File: config.mk
export PLATFORM = sky130hd
export DESIGN_NAME = bin2bcd_seq
export DESIGN_NICKNAME = d
export VERILOG_FILES = /design/src/rtl/bin2bcd_seq.sv
export SDC_FILE = /design/constraint.sdc
export NUM_CORES = 1
export LEC_CHECK = 0
export ABC_AREA = 1
export CORE_AREA = 3 3 105 107
export CTS_CLUSTER_DIAMETER = 40
export DETAILED_ROUTE_END_ITERATION = 10
export DIE_AREA = 0 0 108 110
export HOLD_SLACK_MARGIN = 0.02
export PLACE_DENSITY = 0.73
export RECOVER_POWER = 25
export SLEW_MARGIN = 20
export SYNTH_ARGS = -nofsm -noshare
export SYNTH_HDL_FRONTEND = slang
export SYNTH_SLANG_ARGS = --single-unit
File: constraint.sdc
create_clock -name clk_axi -period 5 [get_ports clk_axi]
set_clock_uncertainty 0.1 [all_clocks]
set_input_delay 0.75 -clock clk_axi [delete_from_list [all_inputs] [get_ports clk_axi]]
set_output_delay 0.75 -clock clk_axi [all_outputs]
set_load 0.02 [all_outputs]
File: src/rtl/bin2bcd_seq.sv
// Sequential binary-to-BCD converter (shift-and-add-3), one input bit per clock.
// Feeds the 8-digit seven-segment scanner; out-of-range inputs show as all-E digits.
module bin2bcd_seq #(
  parameter int          DATA_W  = 27,
  parameter int          DIGITS  = 8,
  parameter logic [31:0] MAX_VAL = 32'd99999999
) (
  input  logic        clk_axi,
  input  logic        reset,
  input  logic [31:0] bin_in,
  input  logic        bin_valid,
  output logic        in_ready,
  output logic        busy,
  output logic [31:0] bcd_out,
  output logic        done,
  output logic        overflow
);

  localparam int BCD_W = 4 * DIGITS;
  localparam int SR_W  = BCD_W + DATA_W;
  localparam int CNT_W = $clog2(DATA_W + 1);

  typedef enum logic {
    S_IDLE,
    S_SHIFT
  } state_t;

  state_t             state_q, state_d;
  logic [SR_W-1:0]    sr_q, sr_d;
  logic [CNT_W-1:0]   cnt_q, cnt_d;
  logic [BCD_W-1:0]   bcd_out_q, bcd_out_d;
  logic               done_q, done_d;
  logic               overflow_q, overflow_d;
  logic               in_ready_q, in_ready_d;
  logic               busy_q, busy_d;

  logic [BCD_W-1:0]   bcd_adj;
  logic [SR_W-1:0]    sr_adj;
  logic [SR_W-1:0]    sr_next;

  always_comb begin
    // NOTE: every variable gets a default first so no path leaves it unassigned (no latches).
    state_d    = state_q;
    sr_d       = sr_q;
    cnt_d      = cnt_q;
    bcd_out_d  = bcd_out_q;
    done_d     = 1'b0;
    overflow_d = overflow_q;

    // One double-dabble step: correct every nibble >= 5, then shift the whole register.
    bcd_adj = sr_q[SR_W-1 -: BCD_W];
    for (int i = 0; i < DIGITS; i++) begin
      if (bcd_adj[4*i +: 4] >= 4'd5) begin
        bcd_adj[4*i +: 4] = bcd_adj[4*i +: 4] + 4'd3;
      end
    end
    sr_adj  = {bcd_adj, sr_q[DATA_W-1:0]};
    sr_next = sr_adj << 1;

    case (state_q)
      S_IDLE: begin
        if (bin_valid) begin
          if (bin_in > MAX_VAL) begin
            bcd_out_d  = {DIGITS{4'hE}};
            overflow_d = 1'b1;
            done_d     = 1'b1;
          end else begin
            sr_d       = {{BCD_W{1'b0}}, bin_in[DATA_W-1:0]};
            cnt_d      = '0;
            overflow_d = 1'b0;
            state_d    = S_SHIFT;
          end
        end
      end
      S_SHIFT: begin
        sr_d  = sr_next;
        cnt_d = cnt_q + CNT_W'(1);
        if (cnt_q == CNT_W'(DATA_W - 1)) begin
          bcd_out_d = sr_next[SR_W-1 -: BCD_W];
          done_d    = 1'b1;
          state_d   = S_IDLE;
        end
      end
      default: state_d = S_IDLE;
    endcase

    in_ready_d = (state_d == S_IDLE);
    busy_d     = (state_d == S_SHIFT);
  end

  always_ff @(posedge clk_axi) begin
    // NOTE: sequential state uses non-blocking assignments so all flops update together.
    if (!reset) begin
      state_q    <= S_IDLE;
      sr_q       <= '0;
      cnt_q      <= '0;
      bcd_out_q  <= '0;
      done_q     <= 1'b0;
      overflow_q <= 1'b0;
      in_ready_q <= 1'b1;
      busy_q     <= 1'b0;
    end else begin
      state_q    <= state_d;
      sr_q       <= sr_d;
      cnt_q      <= cnt_d;
      bcd_out_q  <= bcd_out_d;
      done_q     <= done_d;
      overflow_q <= overflow_d;
      in_ready_q <= in_ready_d;
      busy_q     <= busy_d;
    end
  end

  assign in_ready = in_ready_q;
  assign busy     = busy_q;
  assign bcd_out  = bcd_out_q;
  assign done     = done_q;
  assign overflow = overflow_q;

endmodule

==> flow_metrics.env <==
export IMPL_synth_area_um2=5022
export IMPL_r2r_slack_ns=1.95
export IMPL_clock_sinks=100
export IMPL_r2r_cells=6
export IMPL_numCtsBuffers=9
export IMPL_max_stage_delay_ns=1.14
export IMPL_path_buf_inv=1
export IMPL_slowest_stage="dfxtp_1"
export IMPL_post_cts_buffers=0
export IMPL_grt_max_degree=67
export IMPL_ys_seq_area_share_pct=39.86
export IMPL_critPathKind="flip-flop to output pin"
export IMPL_syn2layout_area_growth_pct=17.81
export IMPL_endpoint_kind="output pin"
export IMPL_gp_congestion=0.7982
export IMPL_drive_above_1_share_pct=7.843
export IMPL_fill_cells=982
export IMPL_finalWorstPathRequiredPeriod_ns=3.137
export IMPL_cts_tree="built"
export IMPL_yosysWarnings=0
export IMPL_max_slew_margin_rel_pct=18.71
export IMPL_root_buffer="clkbuf_8"
export IMPL_drv_cap=0
export IMPL_worst_endpoint_required_ns=4.15
export IMPL_start_util_pct=49.09
export IMPL_placed_area_um2=5728
export IMPL_rsz0062_at_grt="no"
export IMPL_setup_viol_count_final=0
export IMPL_dp_cells=886
export IMPL_synth_async_sr_flop_share_pct=0
export IMPL_globalRouteOverflowTotal=0
export IMPL_grt_pass1_wl_um=20000
export IMPL_final_nets=814
export IMPL_dr_pass1_iters=5
export IMPL_grt_pass1_vias=4609
export IMPL_grt_usage_pct=20.16
export IMPL_p_leak_nw=2.323
export IMPL_num_vias=4756
export IMPL_crit_arrival_ns=2.29
export IMPL_hp_class="flip-flop to flip-flop"
export IMPL_path_cells="clkdlybuf4s50_1"
export IMPL_cts_max_path_buffers=2
export IMPL_hold_end="bcd_out[8]"
export IMPL_powerDensity_nw_per_um2=258.1
export IMPL_syn_inst=717
export IMPL_antenna_found_initial=0
export IMPL_final_common_cell="nand2_1"
export IMPL_hold_viol=0
export IMPL_synth_nets=770
export IMPL_drtIter0Drc=263
export IMPL_hpwl_um=7635
export IMPL_die_area_um2=11880
export IMPL_routedWlPerCell_um=12.65
export IMPL_synth_edf_count=0
export IMPL_die_w_um=108
export IMPL_slew_viol_final=0
export IMPL_clkTransAtPathRegs_ns=0.10
export IMPL_core_area_um2=10230
export IMPL_tightest_slew_ns=1.218
export IMPL_h_tree_depth=3
export IMPL_synth_distinct_cells=31
export IMPL_instances_no_fill=901
export IMPL_final_cell_mix="nand2_1 (192), dfxtp_1 (100), nor2_1 (71), nand3_1 (64), inv_1 (51)"
export IMPL_io_buffer_count=70
export IMPL_min_from="bcd_out[8]"
export IMPL_synth_area_per_cell_um2=7.005
export IMPL_holdBufCountCts=0
export IMPL_path_max_fanout=36
export IMPL_diodes=0
export IMPL_status="finished, final reports clean"
export IMPL_timing_rr_start="busy"
export IMPL_fmax_mhz=318.8
export IMPL_r2r_end="bcd_out[28]"
export IMPL_chipHeight_um=110
export IMPL_fp_row_count=37
export IMPL_critPathTopFamily="flip-flops"
export IMPL_ys_seq_elements=100
export IMPL_fin_area_um2=5917
export IMPL_hold_depth=2
export IMPL_ir_worst_vdd_mv=0.1141
export IMPL_clkLatencyLatePin_ns=0.36
export IMPL_ant_nets=0
export IMPL_period_share_pct=62.73
export IMPL_io_pins=71
export IMPL_fin_tns_setup_ns=0
export IMPL_cts_resized=0
export IMPL_drc=0
export IMPL_cp_start_kind="flip-flop"
export IMPL_wl_um=11400
export IMPL_synthFlopType="dfxtp_1"
export IMPL_viasPerCell=5.279
-- area by class of cell --
cell class,instances,area (µm²),area share (%)
clock inverters,5,62.56,1.057
multi-input cells,523,2626,44.39
clock buffers,10,127.6,2.157
flip-flops and latches,100,2002,33.83
inverters,52,195.2,3.299
repair buffers,75,733.2,12.39
well taps,136,170.2,2.876
-- flip-flops by register name (all words and copies together) (netlist names) --
| name | flops |
|---|---|
| sr_q | 59 |
| bcd_out | 32 |
| cnt_q | 5 |
| busy | 1 |
| done | 1 |
| in_ready | 1 |
| overflow | 1 |
-- cells in the mapped netlist, drive strengths merged, types with 11 or more instances --
| master | n | area (µm²) |
|---|---|---|
| nand2 | 205 | 802.0 |
| dfxtp | 100 | 2002 |
| nor2 | 73 | 284.0 |
| nand3 | 66 | 347.8 |
| a21oi | 52 | 297.8 |
| inv | 52 | 195.2 |
| o21ai | 42 | 210.2 |
| clkbuf | 24 | 90.09 |
| nand4 | 24 | 150.1 |
| buf | 18 | 108.9 |
| ha | 18 | 225.2 |
| nor3 | 11 | 70.07 |
-- worst max path at each step --
stage	startpoint	endpoint	slack (ns)	depth (start not counted)
6_report	busy	busy	1.86	1
5_1_grt	busy	bcd_out[28]	1.55	6
4_1_cts	bin_in[26]	bcd_out[28]	1.94	12
3_5_place_dp	bin_in[26]	bcd_out[28]	1.55	12
3_3_place_gp	bin_in[24]	bcd_out[28]	1.58	12
2_1_floorplan	bin_in[31]	cnt_q[4]	3.00	9
-- cells by family after synthesis --
group / after synthesis / synth area share (%)
AO/OA/AOI/OAI: 104 / 11.58
XOR/XNOR: 9 / 1.570
adder cells (fa/ha/maj): 18 / 4.484
buffers and inverters: 94 / 7.848
flip-flops: 100 / 39.86
AND/OR/NAND/NOR: 392 / 34.65
-- where the power goes --
group / switching [mW] / internal, mW / total [mW]
Sequential: 0.0134 / 0.821 / 0.834
Combinational: 0.103 / 0.0756 / 0.178
Clock: 0.283 / 0.232 / 0.515
-- stage by stage --
stage	power, mW	hold WS, ns	worst slack (ns)	util, %
2_1_floorplan	0.9552	0.3524	2.995	-
3_5_place_dp	1.040	0.3681	1.550	55.99
3_3_place_gp	1.036	0.3634	1.585	55.99
5_1_grt	1.585	0.4000	1.551	57.83
4_1_cts	1.543	0.3839	1.940	57.85
6_report	1.527	0.3790	1.863	57.83
-- routing by layer --
metal	part of all wire (%)	GRT usage, %	up-vias
li1	-	-	2429
met1	46	25.44	2220
met2	49	35.75	94
met3	3.9	3.378	13
met4	1.2	5.500	0
met5	0	0	-
(Power assumes the default switching activity.)
